$ cat src/rtl/chebyshev_desaturation.sv
// Sign-extends saturated O_BITS words back to WL through a 2-entry skid buffer with registered output.
// Optional saturation-event counter enabled by defining CHEB_SAT_COUNT_EN.
module chebyshev_desaturation #(
  parameter int WL                    = 12,
  parameter int I_BITS                = 6,
  parameter int BOUNDARY_BIT_POSITION = 3,
  parameter int CNT_W                 = 16,
  localparam int O_BITS = WL - (I_BITS - BOUNDARY_BIT_POSITION)
) (
  input  logic              clk,
  input  logic              rst,
  input  logic              in_valid,
  output logic              in_ready,
  input  logic [O_BITS-1:0] data_in,
  output logic              out_valid,
  input  logic              out_ready,
  output logic [WL-1:0]     data_out,
  output logic              sat_hit,
  input  logic              sat_clr,
  output logic [CNT_W-1:0]  sat_count
);

  localparam int EXT_W = WL - O_BITS;
  localparam logic [O_BITS-1:0] MAXP = {1'b0, {(O_BITS-1){1'b1}}};
  localparam logic [O_BITS-1:0] MAXN = {1'b1, {(O_BITS-1){1'b0}}};

  typedef enum logic [1:0] {EMPTY, ONE, FULL} occ_t;

  occ_t            state, state_nxt;
  logic [WL-1:0]   head_data, skid_data;
  logic            head_sat, skid_sat;
  logic [WL-1:0]   in_ext;
  logic            in_sat;
  logic            push, pop;
  logic            head_ld_in, head_ld_skid, skid_ld;

  assign in_ext    = {{EXT_W{data_in[O_BITS-1]}}, data_in};
  assign in_sat    = (data_in == MAXP) || (data_in == MAXN);

  assign in_ready  = (state != FULL);
  assign out_valid = (state != EMPTY);
  assign push      = in_valid && in_ready;
  assign pop       = out_valid && out_ready;

  assign data_out  = head_data;
  assign sat_hit   = head_sat && out_valid;

  // The head register is the output register; the skid entry only fills when the head is stalled.
  always_comb begin
    state_nxt    = state;
    head_ld_in   = 1'b0;
    head_ld_skid = 1'b0;
    skid_ld      = 1'b0;
    unique case (state)
      EMPTY: begin
        if (push) begin
          state_nxt  = ONE;
          head_ld_in = 1'b1;
        end
      end
      ONE: begin
        if (push && pop) begin
          head_ld_in = 1'b1;
        end else if (push) begin
          state_nxt = FULL;
          skid_ld   = 1'b1;
        end else if (pop) begin
          state_nxt = EMPTY;
        end
      end
      FULL: begin
        if (pop) begin
          state_nxt    = ONE;
          head_ld_skid = 1'b1;
        end
      end
      default: state_nxt = EMPTY;
    endcase
  end

  always_ff @(posedge clk) begin
    if (rst) begin
      state     <= EMPTY;
      head_data <= '0;
      head_sat  <= 1'b0;
      skid_data <= '0;
      skid_sat  <= 1'b0;
    end else begin
      state <= state_nxt;
      if (head_ld_in) begin
        head_data <= in_ext;
        head_sat  <= in_sat;
      end else if (head_ld_skid) begin
        head_data <= skid_data;
        head_sat  <= skid_sat;
      end
      if (skid_ld) begin
        skid_data <= in_ext;
        skid_sat  <= in_sat;
      end
    end
  end

`ifdef CHEB_SAT_COUNT_EN
  logic [CNT_W-1:0] cnt;

  always_ff @(posedge clk) begin
    if (rst || sat_clr) begin
      cnt <= '0;
    end else if (push && in_sat && (cnt != '1)) begin
      cnt <= cnt + CNT_W'(1);
    end
  end

  assign sat_count = cnt;
`else
  logic unused_sat_clr;

  assign unused_sat_clr = sat_clr;
  assign sat_count      = '0;
`endif

endmodule

$ cat config.mk
export PLATFORM = sky130hd
export DESIGN_NAME = chebyshev_desaturation
export DESIGN_NICKNAME = d
export VERILOG_FILES = /design/src/rtl/chebyshev_desaturation.sv
export SDC_FILE = /design/constraint.sdc
export NUM_CORES = 1
export LEC_CHECK = 0
export CORE_AREA = 2 2 56 58
export DETAILED_ROUTE_END_ITERATION = 8
export DIE_AREA = 0 0 58 60
export PLACE_DENSITY = 0.74
export SYNTH_ARGS = -nofsm -noshare
export SYNTH_HDL_FRONTEND = slang
export SYNTH_SLANG_ARGS = --single-unit
$ cat constraint.sdc
create_clock -name clk -period 1.3 [get_ports clk]
set_input_delay 0.26 -clock clk [delete_from_list [all_inputs] [get_ports clk]]
set_output_delay 0.26 -clock clk [all_outputs]
set_load 0.01 [all_outputs]
Word level (Yosys, flattened, before mapping)

Cells that the tools add are included.

Equality and inequality tests: 9
Mux-type cells: 17
Reductions and logical operators: 9

Operators with widths:

| operator                                      | number |
|---|---|
| 2-to-1 mux 12 bit                             | 2 |
| 2-to-1 mux 2 bit                              | 5 |
| == test 9 x 8 -> 1 bit, second input constant | 1 |
| == test 9 bit, second input constant          | 1 |
| 2-to-1 mux 1 bit                              | 8 |
| inequality test 2 bit, second input constant  | 4 |
| case mux 2 bit (3 select lines)               | 1 |
| logical AND 1 bit                             | 4 |
| AND reduction 4 bit                           | 1 |
| nonzero test 2 bit                            | 2 |
| inequality test 3 bit, second input constant  | 1 |
| == test 2 x 1 -> 1 bit, second input constant | 1 |
| == test 2 bit, second input constant          | 1 |
| logical NOT 2 bit                             | 1 |
| case mux 1 bit (2 select lines)               | 1 |
| logical OR 1 bit                              | 1 |

Bits in registers: 25
Output and inout bits: 31
Logic and storage cells: 40

Depth between registers and ports, before layout

Gate-level depths: netlist of the first run.

Depth after elaboration: 6
Depth in mapped cells: 5
Gate-level depth less buffers: 3

Least setup slack after synthesis of the first run

OpenSTA, ideal clock, no wires.

Path type: register to output
From: register state[0]
To: output sat_hit
Arrival: 951 ps
Path slack: 89 ps
Buffers on the path: 1
Cell stages (with the launch flop): 4
Cells stage by stage: dfxtp_1 buf_2 or2_2 and2_1

Word-level cells in the longest chain between the ends: 2

RTL lines:

| element                  | RTL line | text |
|---|---|---|
| start: declaration       | 29       | `occ_t state, state_nxt;` |
| start signal: assignment | 89       | `state <= state_nxt;` |
| nonzero test 2 bit       | 41       | `assign out_valid = (state != EMPTY);` |
| net out_valid            | 15       | `output logic out_valid,` |
| logical AND 1 bit        | 46       | `assign sat_hit = head_sat && out_valid;` |
| end: declaration         | 18       | `output logic sat_hit,` |

The timed path passes the listed nets, and every way through them passes these cells.

Worst setup path in the final report of the first run

From: register state[1]
To: output sat_hit

Word-level cells in the longest chain between the ends: 2

RTL lines:

| element            | RTL line |
|---|---|
| nonzero test 2 bit | 41 |
| logical AND 1 bit  | 46 |

Every way passes these cells.

==> impl_results.md, run 1 <==
- HP Start: out_ready
- Share of synthesized registers carrying an async set or reset: 0%
- Final Hold Fails: 0
- Synth top cells by count: 23 x nand2_1, 22 x dfxtp_1, 20 x buf_4, 11 x a21oi_1, 10 x a211oi_1
- CP Data Arrival Time: approximately 1100 ps
- N_diodes: 0
- Antenna viol nets, final: 0
- Combinational fraction of design power: between 20% and 30%
- Total negative slack: -171 ps
- Crit path from: state[1]
- Routed wire length: roughly 2.8 mm
- Reg power frac: ~52%
- Leakage: 0.770 nW
- Fin. max-slew vios: 0
- Post-DP HPWL: 2.11 mm
- Family with the most delay on the worst path: simple AND/OR/NAND/NOR gates
- P_sw: between 0.4 and 0.5 mW
- Yosys warnings: 0
- CP Buf/Inv Count: 1
- Row cnt: 20
- Worst Hold Depth: 2
- Pint: about 1.0 mW
- DIE WIDTH: between 50 and 60 µm
- Via-to-Cell Ratio: ~5.1
- Final WS setup: -101 ps
- Number of flops mapped to enable cells by yosys: 0
- Crit start category: register
- CP max FO: 2
- Initial antenna violation count: 0
- Critical Path End Type: output pin
- Crit path largest cell delay: 340 ps
- GRT Util Overall: 17.4%
- RSZ-0062 raised after global routing: yes
- CP Depth: 3
- H-tree Lvls: 1
- Die area: between 3000 and 4000 µm²
- Post-synthesis sequential area ratio: 37.7%
- Vias: 1,113
- Routed wire per std cell: 13.0 µm
- Largest net degree at the start of global routing: 12
- Worst-case clock skew: 5.93 ps
- Num CTS Buffers: 3
- Cell count after synthesis: around 140
- Clock latency on the worst-skew pair: 310 ps
- CP Cell Sequence: or2_4 > and2_4 > buf_6
- Hold Path Class: in2reg
- RePlAce Congestion: 0.797
- Share of layout cells above drive strength 1: a little under a third
- Top-count cell post-synth: nand2_1
- Register bit total from synthesis: 22
- Synth area leader: dfxtp_1
- Drt pass-1 iters: 4
- Fill count: 281
- Clk sinks: 22
- Total grt overflow: 0
- Placed Cells: about 210
- Worst Path Required: 1040 ps
- Die Ht: 60 µm
- Initial DRC count: 53
- Setup CP Type: reg2out
- Drc violations: 0
- FMAX: ~700 MHz
- Synthesized cell area: between 1000 and 1500 µm²
- Synth Area per Inst: approximately 8.4 µm²
- Io pins: 45
- IO Port Bufs: 27
- Clk pwr share: a little over a fifth
- R2R cell count: 5
- Tcrit/Tclk final: 108%
- Top_reg_cell synth: dfxtp_1
- Synth area leaders: dfxtp_1 38%, buf_4 13%, mux2i_1 7.7%, nand2_1 7.4%, a211oi_1 6.4%
- Fin nets: 201
- Slowest cell on the critical path: dfxtp_2
- Clock root cell: clkbuf_4
- Switching part of the total: 28.6%
- Finished Core Util: about 57%
- Top-area cell type share of the netlist area: 37.7%
- Max-cap violation count: 0
- Failing checks: negative setup slack
- Clock-pin slew on the worst setup and hold paths: 120 ps
- Crit Reg-Reg Startpoint: state[1]
- Vias in the first global route: 1,042
- Fin crit period: between 1000 and 1500 ps
- Finished Layout Cells: between 200 and 250
- Max clock buf depth: 2
- PwrDens: roughly 860 nW/µm²
- Status: finished with violations
- Worst VDD drop: around 0.86 mV
- Core area: approximately 2900 µm²
- First-pass GRT wire length: ~4.6 mm
- Initial core utilization: 40.2%
- Unique masters post-synth: 29
- CTS tree: done
- Final setup violation count: 4
- Area Overhead vs Synth: 41.9%
placed cells by master (no fill, tap or decap):
| cell type | n |
|---|---|
| dfxtp_2 | 3 |
| a211oi_1 | 7 |
| nand2b_4 | 1 |
| nand2_1 | 22 |
| dlymetal6s2s_1 | 1 |
| and2_4 | 1 |
| clkdlybuf4s50_1 | 2 |
| a311oi_2 | 1 |
| nor4_1 | 1 |
| nand4bb_1 | 1 |
| nand2_2 | 2 |
| clkbuf_4 | 3 |
| mux2i_2 | 1 |
| nand2b_1 | 2 |
| nor2b_2 | 1 |
| and4b_1 | 1 |
| dlygate4sd2_1 | 21 |
| a21oi_2 | 5 |
| nor2_1 | 4 |
| buf_2 | 1 |
| o21ba_2 | 1 |
| a21oi_1 | 6 |
| nand3b_1 | 1 |
| buf_4 | 25 |
| nand4_1 | 2 |
| or3b_4 | 1 |
| mux2i_1 | 8 |
| a221oi_1 | 1 |
| nor3_1 | 9 |
| nor2b_1 | 1 |
| conb_1 | 16 |
| a211oi_2 | 3 |
| or2_4 | 1 |
| and4bb_4 | 1 |
| buf_6 | 7 |
| or4_4 | 1 |
| a311oi_1 | 1 |
| dfxtp_1 | 19 |
registers in the layout, indices dropped and copies added (netlist names):
register	flops
data_out	9
head_sat	1
state	2
skid_sat	1
skid_data	9
what timing repair did:
item                                    4_1_cts  5_1_grt
pin swaps                                    12        5
buffers inserted                              0        3
endpoints found under the setup margin       26       23
hold buffers                                  0        0
resized for setup                            42       19
power groups by stage:
stage | sequential [mW] | clock, mW | combinational [mW]
finish | 0.735 | 0.311 | 0.371
global route | 0.741 | 0.350 | 0.402
CTS | 0.734 | 0.319 | 0.338
global placement | 0.748 | 0 | 0.352
detailed placement | 0.749 | 0 | 0.361
floorplan | 0.757 | 0 | 0.195
metal layers:
layer / track usage (%) / up-vias / share of wire (%)
li1: - / 541 / -
met3: 4.55 / 2 / 6.5
met5: 0 / - / 0
met2: 28.7 / 47 / 52
met1: 22.4 / 523 / 41
met4: 5.32 / 0 / 0.88
final cells by class:
type	count	area (µm²)	area share [%]
Clock buffer	3	22.5	1.36
Multi-Input combinational cell	103	661	39.9
Sequential cell	22	444	26.8
Tap cell	33	41.3	2.49
Timing Repair Buffer	57	488	29.5
through the flow:
| step | cell area [µm²] | setup WS, ps | power, mW | hold WS, ps |
|---|---|---|---|---|
| floorplan | 1220 | 89.2 | 0.952 | 332 |
| global placement | 1550 | -372 | 1.10 | 443 |
| detailed placement | 1550 | -408 | 1.11 | 447 |
| CTS | 1570 | -134 | 1.39 | 373 |
| global route | 1660 | -151 | 1.49 | 384 |
| finish | 1660 | -101 | 1.42 | 378 |
cell families after synthesis:
kind of cell           Yosys count  share of synthesized area [%]
AO/OA/AOI/OAI                   25                           14.3
multiplexers                     9                           7.72
flip-flops                      22                           37.7
other                            1                          0.321
buffers and inverters           29                           16.3
AND/OR/NAND/NOR                 53                           23.7
path summary, 6_finish.rpt:
kind / end / slack (ps)
max: sat_hit / -100
min: state[1] / 380
max reg2reg: data_out[5] / -40
min reg2reg: skid_data[6] / 460
Power figures use the tool's default switching activity.
==> run 2: changes to the inputs <==
--- a/config.mk
+++ b/config.mk
@@ -5,10 +5,10 @@
 export SDC_FILE = /design/constraint.sdc
 export NUM_CORES = 1
 export LEC_CHECK = 0
-export CORE_AREA = 2 2 56 58
+export CORE_AREA = 2 2 58 60
 export DETAILED_ROUTE_END_ITERATION = 8
-export DIE_AREA = 0 0 58 60
-export PLACE_DENSITY = 0.74
+export DIE_AREA = 0 0 60 62
+export PLACE_DENSITY = 0.7
 export SYNTH_ARGS = -nofsm -noshare
 export SYNTH_HDL_FRONTEND = slang
 export SYNTH_SLANG_ARGS = --single-unit
==> run 2 against run 1 <==
Effect of this change: the flow still finishes with violations (negative setup slack); largest cell class unchanged; register-to-register slack about the same; non-clock buffer count unchanged; setup slack worse by 14 ps; power up 16%; core utilization down 2.6 points; first-iteration DRC count down 7.5%; critical endpoint unchanged; cell count up 6.4%; highest routed layer unchanged; routed wire length up 0.67%.
==> impl_results.md, run 2 (synthesis gave the netlist of run 1 again) <==
- Placed Cells: 224
- IO Port Bufs: 27
- Clock latency on the worst-skew pair: 320 ps
- Die area: around 3700 µm²
- Initial DRC count: just under 50
- Num CTS Buffers: 3
- Finished Layout Cells: roughly 230
- Total negative slack: -224 ps
- Max-cap violation count: 0
- Drt pass-1 iters: 4
- Failing checks: negative setup slack
- Final WS setup: -115 ps
- Clk sinks: 22
- Most common cell after layout, fill and taps aside: buf_4
- Worst VDD drop: ~0.45 mV
- Commonest non-fill, non-tap cells in the layout: 24 x buf_4, 23 x nand2_1, 19 x dfxtp_1
- CP Data Arrival Time: ~1200 ps
- Final Cell Area: approximately 1700 µm²
- Sequential cell area: ~440 µm²
- Status: finished with violations
- Final setup violation count: 7
- Vias in the first global route: approximately 1.0k
- RSZ-0062 raised after global routing: yes
- Max clock buf depth: 2
- Antenna viol nets, final: 0
- Io pins: 45
- CTS Hold Bufs: 0
- First-pass GRT wire length: 4.65 mm
- Largest net degree at the start of global routing: 21
- Vias: approximately 1.1k
- Worst Path Required: around 1000 ps
- Area Overhead vs Synth: 48.2%
- Area used by multi-input combinational logic: about 660 µm²
- Crit start category: register
- Drc violations: 0
- Fin. max-slew vios: 0
- Setup WS pre-CTS: -433 ps
- FMAX: 707 MHz
- Setup CP Type: reg2out
- Leakage: roughly 0.83 nW
- Total grt overflow: 0
- HP Start: data_in[8]
- CP max FO: 2
- Clock root cell: clkbuf_4
- CTS tree: done
- Routed wire length: roughly 2.9 mm
- Fill count: roughly 280
- H-tree Lvls: 1
- Core area: around 3200 µm²
- Via-to-Cell Ratio: 4.71
- Clock-pin slew on the worst setup and hold paths: around 130 ps
- Worst-case clock skew: around 2.4 ps
- R2R cell count: 5
- Post-DP HPWL: ~2.0 mm
- Fin crit period: between 1000 and 1500 ps
- RePlAce Congestion: about 0.8
- GRT Util Overall: 16.7%
- Worst R2R Setup Slack: -40 ps
- Routed wire per std cell: 12.3 µm
- Final Hold Fails: 0
- Initial antenna violation count: 0
- Crit Reg-Reg Endpoint: head_sat
- Initial core utilization: 36.7%
- Die Ht: around 62 µm
- Worst Hold Depth: 3
- Tcrit/Tclk final: 109%
- Hold Path Class: in2reg
- Critical Path End Type: output pin
- Crit Reg-Reg Startpoint: state[0]
- DIE WIDTH: roughly 60 µm
- Share of layout cells above drive strength 1: roughly 30%
- N_diodes: 0
- Row cnt: 21
- Fin nets: 201
- Hold endpoint: skid_data[8]
- DP Area: ~1600 µm²
- PwrDens: 950 nW/µm²
==> run 2: cell types whose count changed in the layout (fill, tap and decap cells not counted), sizes merged <==
cell / before / now
dlygate4sd2: 21 / 16
bufinv: 0 / 1
dlymetal6s2s: 1 / 6
==> run 2: worst max-delay path by stage <==
stage	start	endpoint	slack [ps]	depth (start not counted)
2_1_floorplan	state[0]	sat_hit	90	3
3_3_place_gp	data_in[5]	head_sat	-370	4
3_5_place_dp	data_in[4]	skid_sat	-430	4
4_1_cts	state[0]	sat_hit	-130	3
5_1_grt	state[1]	sat_hit	-140	3
6_report	state[1]	sat_hit	-110	3
==> run 2: report_power, final <==
group | internal, mW | switching, mW | total [mW] | leakage, nW
Combinational | 0.192 | 0.183 | 0.375 | 0.621
Clock | 0.312 | 0.222 | 0.534 | 0.0279
Sequential | 0.714 | 0.0215 | 0.736 | 0.181
Total | 1.22 | 0.426 | 1.64 | 0.830
==> run 2: cell type report <==
class	count	area share, %
clock buffer	3	1.30
clock inverter	1	1.74
multi-input combinational	103	38.0
sequential	22	25.7
tap	46	3.33
timing repair buffer	57	30.0
==> run 2: what timing repair did <==
action                                  4_1_cts  5_1_grt
resized for setup                            41       16
pin swaps                                    14        7
cloned                                        1        0
setup buffers                                 1        2
endpoints found under the setup margin       25       17
==> run 2: through the flow <==
stage	hold WS (ps)	power, mW	util [%]
after global routing	302	1.72	54.4
after CTS	356	1.64	52.2
after floorplan	332	0.952	-
after global placement	442	1.11	49.4
final	268	1.64	54.4
after detailed placement	446	1.11	49.4
==> run 2: routing by layer <==
layer / GRT usage [%] / part of all wire [%] / up-vias
li1: - / - / 547
met1: 20.7 / 44 / 505
met2: 28.9 / 48 / 35
met3: 2.69 / 5.9 / 5
met4: 6.67 / 1.8 / 0
met5: 0 / 0 / -
==> run 2: worst max-delay path: stages, from the launching register on <==
cell and delay, ps:
dfxtp_2 340, or2_4 250, and2_4 140, buf_6 110
==> patch, RTL diff (settings of run 2) <==
`I_BITS`: 6 -> 3.
--- a/src/rtl/chebyshev_desaturation.sv
+++ b/src/rtl/chebyshev_desaturation.sv
@@ -3,5 +3,5 @@
 module chebyshev_desaturation #(
   parameter int WL                    = 12,
-  parameter int I_BITS                = 6,
+  parameter int I_BITS                = 3,
   parameter int BOUNDARY_BIT_POSITION = 3,
   parameter int CNT_W                 = 16,
Ports: changed (resized data_in); port bits go from 45 to 48. No check against the original RTL was run, so the function may have changed too.
==> patch against run 2 <==
  * The run still ends with negative setup slack left
  * Synthesized cell count grew 17%
  * Count of clock-buffer cells in the layout rose by 1
  * Combinational power increased by 23%
  * Setup slack worse by 13 ps
  * Wire length is 29% higher
  * Synthesized area rose by 26%
  * Sequential cell count grew 6
  * Register-to-register slack improved by 20 ps
  * Final area grew 21%
  * Total power up 11%
  * Critical endpoint unchanged
  * Highest routed layer unchanged
==> patch: results (changes against run 2) <==
Outcome
  – Status: finished, violations left
  – Failing checks: negative setup slack

Placement
  – GPL Wtd Cong: 0.823 (+2.5%)
  – Pre-CTS WS: -423 ps (+10.2 ps)
  – Placement Cell Area: 1920 µm² (+23%)
  – Detailed Place HPWL: 2.69 mm (+33%)

Logic synthesis
  – Register area share after synthesis: 0.383 (+0.00530)
  – Top area cells in the synthesized netlist: dfxtp_1 (38%), buf_4 (10%), a211oi_2 (8.5%)
  – Netlist cell types: 32 (+10%)
  – Post-Syn Area per Cell: 9.04 µm² (+7.7%)
  – Synth top cells by count: dfxtp_1 (28), nand2_1 (28), buf_4 (20), a21oi_1 (14)

Timing
  – Final setup violation count: 4 (-3)
  – Setup TNS: -179 ps (+45.5 ps)
  – Final setup margin: -128 ps (-13.0 ps)
  – Clock skew: 3.56 ps (+1.17 ps)

Cells and area
  – Fillers: 262 (-5.4%)
  – # nets final: 232 (+15%)
  – Final Instance Count excl. Fillers: 260 (+12%)
  – Layout cells sized above 1: 0.350 (+0.0494)

Critical path
  – Critical Path AT: 1170 ps (+20 ps)
  – R2R depth: 4 (-1)

Pwr
  – Max VDD drop: 0.532 mV (+19%)
  – Leakage power figure: 0.982 nW (+18%)

Global routing
  – Pin count of the biggest net entering global routing: 16 (-24%)
  – First-pass GRT wire length: 5.69 mm (+22%)

CTS
  – H-tree levels: 1 (unchanged)

Detailed routing
  – Routed len/inst: 14.2 µm (+15%)
  – DRT iter0 DRCs: 58 (+18%)
  – DR vias: 1332 (+22%)
patch: final cells by class:
cell class / count / area, µm² / share of cell area
clock buffer: 4 / 36.3 / 0.0173
multi-input combinational: 121 / 877 / 0.418
sequential: 28 / 564 / 0.269
tap: 46 / 57.6 / 0.0274
timing repair buffer: 61 / 566 / 0.269
patch: timing repair:
| item | 4_1_cts | 5_1_grt |
|---|---|---|
| gates resized for setup | 34 | 32 |
| hold buffers | 0 | 0 |
| buffers inserted | 0 | 1 |
| endpoints found under the setup margin | 28 | 26 |
| pin swaps | 1 | 3 |
patch: layer usage:
metal | share of wire | vias to the layer above | GRT usage
met4 | 0.020 | 0 | 0.0857
met5 | 0 | - | 0
met3 | 0.029 | 9 | 0.0207
met2 | 0.51 | 38 | 0.351
li1 | - | 645 | -
met1 | 0.44 | 640 | 0.261
patch: tightest hold or removal path: cells and delay by family:
family / cells / cell delay (ps)
buffers and inverters: 1 / 160
and+or+nand+nor: 1 / 90
AOI/OAI and AO/OA: 1 / 50
patch: final timing paths:
kind | start | to | slack [ps]
worst min register to register | skid_data[6] | skid_data[6] | 460
worst min-delay path | data_in[3] | skid_data[3] | 260
worst max-delay path | state[1] | sat_hit | -130
worst max register to register | state[1] | skid_sat | -20
patch: logic make-up (layout without fill, tap and decap cells):
logic type	count (synthesis)	count (layout)	share of synthesized area
other	1	16	0.00256
AND/OR/NAND/NOR	62	62	0.228
AO/OA/AOI/OAI	31	31	0.173
flip-flops	28	28	0.383
buffers and inverters	28	65	0.132
multiplexers	12	12	0.0820
patch: report_power, final:
part / leakage (nW) / total [mW] / switching [mW] / internal, mW
sequential: 0.231 / 0.937 / 0.0273 / 0.909
combinational: 0.731 / 0.460 / 0.229 / 0.231
clock: 0.0210 / 0.425 / 0.253 / 0.172
total: 0.982 / 1.82 / 0.509 / 1.31
